<file path="config.mk">
export PLATFORM = sky130hd
export DESIGN_NAME = edid_ddc_slave
export DESIGN_NICKNAME = d
export VERILOG_FILES = /design/src/rtl/edid_ddc_slave.sv
export SDC_FILE = /design/constraint.sdc
export NUM_CORES = 1
export LEC_CHECK = 0
export CORE_MARGIN = 5
export CORE_UTILIZATION = 45
export DETAILED_ROUTE_END_ITERATION = 16
export HOLD_SLACK_MARGIN = 0.06
export PLACE_DENSITY = 0.72
export SETUP_SLACK_MARGIN = 0.15
export SLEW_MARGIN = 25
export SYNTH_ARGS = -nofsm -noshare
export SYNTH_HDL_FRONTEND = slang
export SYNTH_SLANG_ARGS = --single-unit
</file>
<file path="constraint.sdc">
create_clock -name clk -period 2 [get_ports clk]
set_input_delay 0.4 -clock clk [delete_from_list [all_inputs] [get_ports clk]]
set_output_delay 0.4 -clock clk [all_outputs]
set_load 0.03 [all_outputs]
</file>
<file path="src/rtl/edid_ddc_slave.sv">
`default_nettype none
// ============================================================================
// edid_ddc_slave : DDC/I2C responder serving EDID bytes from an external ROM.
// Optional E-DDC segment pointer: define EDID_SEGMENT_PTR_EN.  Revision: 1.0
// ============================================================================
module edid_ddc_slave #(
  parameter logic [6:0] DEV_ADDR = 7'h50,
  parameter logic [6:0] SEG_ADDR = 7'h30,
  parameter int         FILT_LEN = 3
) (
  input  logic       clk,
  input  logic       rstn,
  input  logic       scl_i,
  input  logic       sda_i,
  output logic       sda_oe,
  output logic [8:0] rom_addr,
  input  logic [7:0] rom_data,
  output logic       busy,
  output logic       byte_sent
);

  localparam int c_cnt_w = ($clog2(FILT_LEN) > 0) ? $clog2(FILT_LEN) : 1;
  localparam logic [c_cnt_w-1:0] c_cnt_max = c_cnt_w'(FILT_LEN - 1);
`ifdef EDID_SEGMENT_PTR_EN
  localparam bit c_seg_en = 1'b1;
`else
  localparam bit c_seg_en = 1'b0;
`endif

  typedef enum logic [3:0] {
    IDLE, ADDR, ADDR_ACK, OFFSET, SEG_DATA, WR_ACK, WR_IGNORE, RD_DATA, RD_ACK, RD_NEXT
  } state_t;

  // Index 0 = SCL, index 1 = SDA
  logic [1:0]         r_sync0, r_sync1, r_filt, r_filt_q;
  logic [c_cnt_w-1:0] r_flt_cnt [2];

  state_t     r_state, w_state_nxt;
  logic [2:0] r_bit_cnt;
  logic [6:0] r_shift;
  logic [6:0] r_tx;
  logic [7:0] r_offset;
  logic [8:0] r_rom_addr;
  logic       r_rw, r_seg_sel, r_sda_oe, r_busy, r_byte_sent;

  logic       w_scl_rise, w_scl_fall, w_sda_rise, w_sda_fall, w_start, w_stop;
  logic [7:0] w_byte;
  logic       w_addr_hit, w_seg_hit, w_seg_bit;

  always_ff @(posedge clk or negedge rstn) begin
    if (!rstn) begin
      r_sync0      <= 2'b11;
      r_sync1      <= 2'b11;
      r_filt       <= 2'b11;
      r_filt_q     <= 2'b11;
      r_flt_cnt[0] <= '0;
      r_flt_cnt[1] <= '0;
    end else begin
      r_sync0  <= {sda_i, scl_i};
      r_sync1  <= r_sync0;
      r_filt_q <= r_filt;
      for (int i = 0; i < 2; i++) begin
        if (r_sync1[i] == r_filt[i]) begin
          r_flt_cnt[i] <= '0;
        end else if (r_flt_cnt[i] == c_cnt_max) begin
          r_filt[i]    <= r_sync1[i];
          r_flt_cnt[i] <= '0;
        end else begin
          r_flt_cnt[i] <= r_flt_cnt[i] + 1'b1;
        end
      end
    end
  end

  assign w_scl_rise = r_filt[0] & ~r_filt_q[0];
  assign w_scl_fall = ~r_filt[0] & r_filt_q[0];
  assign w_sda_rise = r_filt[1] & ~r_filt_q[1];
  assign w_sda_fall = ~r_filt[1] & r_filt_q[1];
  assign w_start    = w_sda_fall & r_filt[0];
  assign w_stop     = w_sda_rise & r_filt[0];

  // Byte as it stands once the current rising edge has been shifted in
  assign w_byte     = {r_shift, r_filt[1]};
  assign w_addr_hit = (w_byte[7:1] == DEV_ADDR);
  assign w_seg_hit  = c_seg_en && (w_byte[7:1] == SEG_ADDR) && !w_byte[0];

`ifdef EDID_SEGMENT_PTR_EN
  logic [7:0] r_segment;
  always_ff @(posedge clk or negedge rstn) begin
    if (!rstn)
      r_segment <= 8'h00;
    else if (w_stop)
      r_segment <= 8'h00;
    else if (!w_start && r_state == SEG_DATA && w_scl_rise && r_bit_cnt == 3'd7)
      r_segment <= w_byte;
  end
  assign w_seg_bit = r_segment[0];
`else
  assign w_seg_bit = 1'b0;
`endif

  always_ff @(posedge clk or negedge rstn) begin
    if (!rstn) r_state <= IDLE;
    else       r_state <= w_state_nxt;
  end

  always_comb begin
    w_state_nxt = r_state;
    if (w_start) begin
      w_state_nxt = ADDR;
    end else if (w_stop) begin
      w_state_nxt = IDLE;
    end else begin
      case (r_state)
        ADDR:
          if (w_scl_rise && r_bit_cnt == 3'd7)
            w_state_nxt = (w_addr_hit || w_seg_hit) ? ADDR_ACK : IDLE;
        ADDR_ACK:
          if (w_scl_fall && r_sda_oe)
            w_state_nxt = r_seg_sel ? SEG_DATA : (r_rw ? RD_DATA : OFFSET);
        OFFSET, SEG_DATA, WR_IGNORE:
          if (w_scl_rise && r_bit_cnt == 3'd7) w_state_nxt = WR_ACK;
        WR_ACK:
          if (w_scl_fall && r_sda_oe) w_state_nxt = WR_IGNORE;
        RD_DATA:
          if (w_scl_fall && r_bit_cnt == 3'd7) w_state_nxt = RD_ACK;
        RD_ACK:
          if (w_scl_rise) w_state_nxt = r_filt[1] ? IDLE : RD_NEXT;
        RD_NEXT:
          if (w_scl_fall) w_state_nxt = RD_DATA;
        default: w_state_nxt = r_state;
      endcase
    end
  end

  // In the ACK states r_sda_oe doubles as the phase flag: low until the 8th fall, high through the 9th
  always_ff @(posedge clk or negedge rstn) begin
    if (!rstn) begin
      r_sda_oe    <= 1'b0;
      r_busy      <= 1'b0;
      r_byte_sent <= 1'b0;
      r_bit_cnt   <= 3'd0;
      r_shift     <= 7'd0;
      r_tx        <= 7'd0;
      r_rw        <= 1'b0;
      r_seg_sel   <= 1'b0;
      r_offset    <= 8'h00;
      r_rom_addr  <= 9'h000;
    end else begin
      r_byte_sent <= 1'b0;
      r_rom_addr  <= {w_seg_bit, r_offset};
      if (w_start) begin
        r_sda_oe  <= 1'b0;
        r_bit_cnt <= 3'd0;
      end else if (w_stop) begin
        r_sda_oe <= 1'b0;
        r_busy   <= 1'b0;
      end else begin
        case (r_state)
          ADDR, OFFSET, SEG_DATA, WR_IGNORE:
            if (w_scl_rise) begin
              r_shift   <= w_byte[6:0];
              r_bit_cnt <= r_bit_cnt + 3'd1;
              if (r_bit_cnt == 3'd7) begin
                if (r_state == ADDR) begin
                  r_rw      <= w_byte[0];
                  r_seg_sel <= w_seg_hit;
                  if (w_addr_hit || w_seg_hit) r_busy <= 1'b1;
                end
                if (r_state == OFFSET) r_offset <= w_byte;
              end
            end
          ADDR_ACK, WR_ACK:
            if (w_scl_fall) begin
              r_bit_cnt <= 3'd0;
              if (!r_sda_oe) begin
                r_sda_oe <= 1'b1;
              end else if (r_state == ADDR_ACK && r_rw) begin
                r_tx     <= rom_data[6:0];
                r_sda_oe <= ~rom_data[7];
              end else begin
                r_sda_oe <= 1'b0;
              end
            end
          RD_DATA:
            if (w_scl_fall) begin
              if (r_bit_cnt == 3'd7) begin
                r_sda_oe  <= 1'b0;
                r_bit_cnt <= 3'd0;
              end else begin
                r_sda_oe  <= ~r_tx[6];
                r_tx      <= {r_tx[5:0], 1'b0};
                r_bit_cnt <= r_bit_cnt + 3'd1;
              end
            end
          RD_ACK:
            if (w_scl_rise) begin
              r_offset    <= r_offset + 8'd1;
              r_byte_sent <= ~r_filt[1];
            end
          RD_NEXT:
            if (w_scl_fall) begin
              r_tx      <= rom_data[6:0];
              r_sda_oe  <= ~rom_data[7];
              r_bit_cnt <= 3'd0;
            end
          default: r_sda_oe <= 1'b0;
        endcase
      end
    end
  end

  assign sda_oe    = r_sda_oe;
  assign rom_addr  = r_rom_addr;
  assign busy      = r_busy;
  assign byte_sent = r_byte_sent;

endmodule
`default_nettype wire

</file>
==> results.toml, run 1 <==
[outcome]
status = "finished clean"

[routing]
via_per_inst = 5.66
routed_wl_um = 6230
wl_per_cell_um = 15.7
firstDrtPassIters = 5
drtAntennaViolNets = 0
num_vias = 2254
drc = 0
drt_iter0_drc = 234

[cells_and_area]
n_fill_cell = 501
final_common_cell = "buf_4"
synthToLayoutAreaGrowth_pct = 26.6
mostFrequentLayoutCells = "buf_4, dfrtp_1, nor2_1, clkdlybuf4s50_1, a21oi_1"
finalInstanceArea_sq_mm = 0.00352
diodes = 0
finalNonFillerCells = 398
drive_gt1_share_pct = 33.7
nets = 337

[clock_tree]
insertion_delay_ps = 310
cts_tree = "built"
clockRootBuffer = "clkbuf_8"
cts_max_level = 2
cts_max_path_buffers = 2
cts_inserted_buffers = 5
clk_pin_slew_ps = 90
cts_hold_buf = 0
clock-sinks = 53

[logic_synthesis]
yosys.area_share.simple_pct = 17.6
synth_nets = 278
synth_adder_area_share_pct = 1.35
yosys.area_share.xor_xnor_pct = 1.89
ys_types = 64
synth_compound_area_share_pct = 18.0
yosysWarnings = 0
synth_cells = 263
avgSynthCellArea_sq_um = 10.6
synth_ff_type = "dfrtp_1"
synthMuxAreaShare_pct = 8.19
syn_area_sq_mm = 0.00278
synth_async_sr_flop_share_pct = 100
ys_seq_area_share_pct = 48.1
synth_top_family_by_area = "compound AO/OA/AOI/OAI gates"
synth-edff-count = 0
ys_ff_latch = 53

[pwr]
pwr-share-seq_pct = 33.5
p_leak_nw = 1.49
p_int_mw = 3.13
switching_share_pct = 41.0
combPwrFrac_pct = 54.6
clkPwrFrac_pct = 11.9
ir_drop_mv = 0.872
switching_power_mw = 2.17
powerDensity_mw_per_mm2 = 1510
power_mw = 5.30

[setup_path]
cp_cell_sequence = "ha_4, ha_4, o21bai_1, a221o_1, o211ai_2, o21ai_1, mux2_1"
cpPeakStageDelay_ps = 420
crit_path_top_delay_cell = "dfrtp_1"
path_class = "reg2reg"
endpoint_kind = "register"
cp_common_cell = "ha_4"
worstPathRequired_ps = 2190
start_kind = "register"
cp_max_fo = 3
cp.arrival_ps = 2080

[placed_design]
hpwl_um = 4260
io_buffers = 22
gp_congestion = 0.852
placed_cells = 372
place_area_sq_mm = 0.00320
place_ws_ps = -51.0

[global_route]
grt_first_pass_wirelength_um = 10200
grt_util_all_layers_pct = 16.6
grt-ovfl-total = 0
grt_pass1_vias = 2169
grt_max_degree = 31
grt_antenna_before_repair = 0

[sta]
fin_skew_ps = 4.61
hold_violations = 0
period_needed_ps = 1880
rsz0062_at_grt = "true"
min_period_over_period_pct = 94.1
setup_ws_ps = 117
setup_viol = 0
holdWs_ps = 64.7
slew_violations = 0
max_freq_ghz = 0.531

[floorplanning]
rows = 28
start_util_pct = 46.7
io_pins = 24
die_w_um = 88.6
fp.coreArea_sq_mm = 0.00596
die_h_um = 88.6
die_area_sq_mm = 0.00785

[worst_hold_path]
holdCritPathClass = "in2async"

[job]
cap_violations = 0
[path summary, 6_finish.rpt]
kind,slack [ps],cells after the start,from,to
min in group clk,360,0,r_sync0[1]$_DFF_PN1_,r_sync1[1]$_DFF_PN1_
hold reg to reg,360,0,r_sync0[1]$_DFF_PN1_,r_sync1[1]$_DFF_PN1_
max in group asynchronous,1560,2,rstn,r_filt_q[1]$_DFF_PN1_
hold / removal,60,2,rstn,r_offset[6]$_DFFE_PN0P_
setup / recovery,120,7,r_bit_cnt[0]$_DFFE_PN0P_,r_state[0]$_DFFE_PN0P_
setup reg to reg,120,7,r_bit_cnt[0]$_DFFE_PN0P_,r_state[0]$_DFFE_PN0P_
[metrics by stage]
step / TNS [ps] / util (%)
finish: 0 / 59.1
global placement: 0 / 53.8
floorplan: 0 / -
global route: 0 / 59.1
CTS: 0 / 57.1
detailed placement: -186 / 53.8
[synthesized netlist by cell type, types with 2 or more instances]
cell type,instances,area share (%)
o21ai_0,10,1.8
o22ai_1,2,0.45
nand2_1,16,2.2
ha_1,3,1.4
nand4_1,2,0.45
buf_2,5,0.90
xor2_1,3,0.95
a211oi_1,2,0.54
xnor2_1,3,0.95
mux2i_1,7,2.5
a31oi_1,3,0.68
buf_6,4,1.6
nand2b_1,4,0.90
nand2_2,2,0.45
nor3_1,10,1.8
nor4_1,2,0.45
clkbuf_1,3,0.41
nor2_1,20,2.7
o21bai_1,2,0.54
o21ai_1,7,1.3
a21oi_2,3,0.95
nor2b_1,6,1.4
mux2_2,13,5.3
dfstp_2,8,7.6
a21oi_1,22,4.0
nand3_1,5,0.90
nor3b_1,3,0.81
inv_1,6,0.81
o22a_1,2,0.63
and2_1,2,0.45
and3_1,2,0.45
dfrtp_1,45,41
o211a_1,2,0.72
buf_4,4,1.1
[cells by family after synthesis]
logic type      count (synthesis)
simple gates                   85
compound gates                 72
flops                          53
buf+inv                        22
mux                            21
xor+xnor                        6
fa+ha+maj                       3
other cells                     1
[layout make-up]
cell class | count | area (sq um) | share of cell area, %
repair buffers | 68 | 572 | 16.2
clock inverters | 2 | 13.8 | 0.391
multi-input cells | 188 | 1390 | 39.5
inverters | 6 | 26.3 | 0.747
well taps | 75 | 93.8 | 2.67
flip-flops and latches | 53 | 1340 | 38.1
clock buffers | 6 | 82.6 | 2.35
[flip-flops by register name (all words and copies together), names as in the netlist]
signal     cells
busy           1
byte_sent      1
r_bit_cnt      3
r_filt         2
r_filt_q       2
r_flt_cnt      4
r_offset       8
r_rw           1
r_shift        7
r_state        4
r_sync0        2
r_sync1        2
r_tx           7
rom_addr       8
sda_oe         1
[power groups by stage]
stage	sequential (mW)	combinational [mW]	clock (mW)
2_1_floorplan	1.73	1.76	0
3_3_place_gp	1.76	2.46	0
3_5_place_dp	1.77	2.50	0
4_1_cts	1.76	2.64	0.654
5_1_grt	1.83	3.16	0.698
6_report	1.78	2.89	0.629
[layer usage]
metal | global-route usage, % | share of wire [%]
met2 | 27.7 | 50
met5 | 0 | 0
met1 | 22.1 | 44
met4 | 4.81 | 1.0
met3 | 3.17 | 5.0
[worst max-delay path, delay by kind of cell (launching register included)]
family                     cells  cell delay, ps
muxes                          1             320
AOI/OAI and AO/OA              4             700
adders and majority gates      2             340
DFF                            1             420
[repair_timing]
item | CTS | global route
pin swaps | 7 | 6
buffers inserted | 10 | 8
resized for setup | 7 | 13
endpoints found under the setup margin | 15 | 21
(Power assumes the default switching activity.)
==> run 2, diff against run 1 <==
--- a/config.mk
+++ b/config.mk
@@ -11,6 +11,7 @@
 export HOLD_SLACK_MARGIN = 0.06
 export PLACE_DENSITY = 0.72
 export SETUP_SLACK_MARGIN = 0.15
+export SKIP_LAST_GASP = 1
 export SLEW_MARGIN = 25
 export SYNTH_ARGS = -nofsm -noshare
 export SYNTH_HDL_FRONTEND = slang
==> results of run 2 <==
Same layout as run 1: the final DEF is identical, and so are final timing and power.
==> run 3, diff against run 2 <==
--- a/config.mk
+++ b/config.mk
@@ -7,6 +7,7 @@
 export LEC_CHECK = 0
 export CORE_MARGIN = 5
 export CORE_UTILIZATION = 45
+export CTS_CLUSTER_SIZE = 12
 export DETAILED_ROUTE_END_ITERATION = 16
 export HOLD_SLACK_MARGIN = 0.06
 export PLACE_DENSITY = 0.72
==> results of run 3 <==
Same layout as run 1: the final DEF is identical, and so are final timing and power.
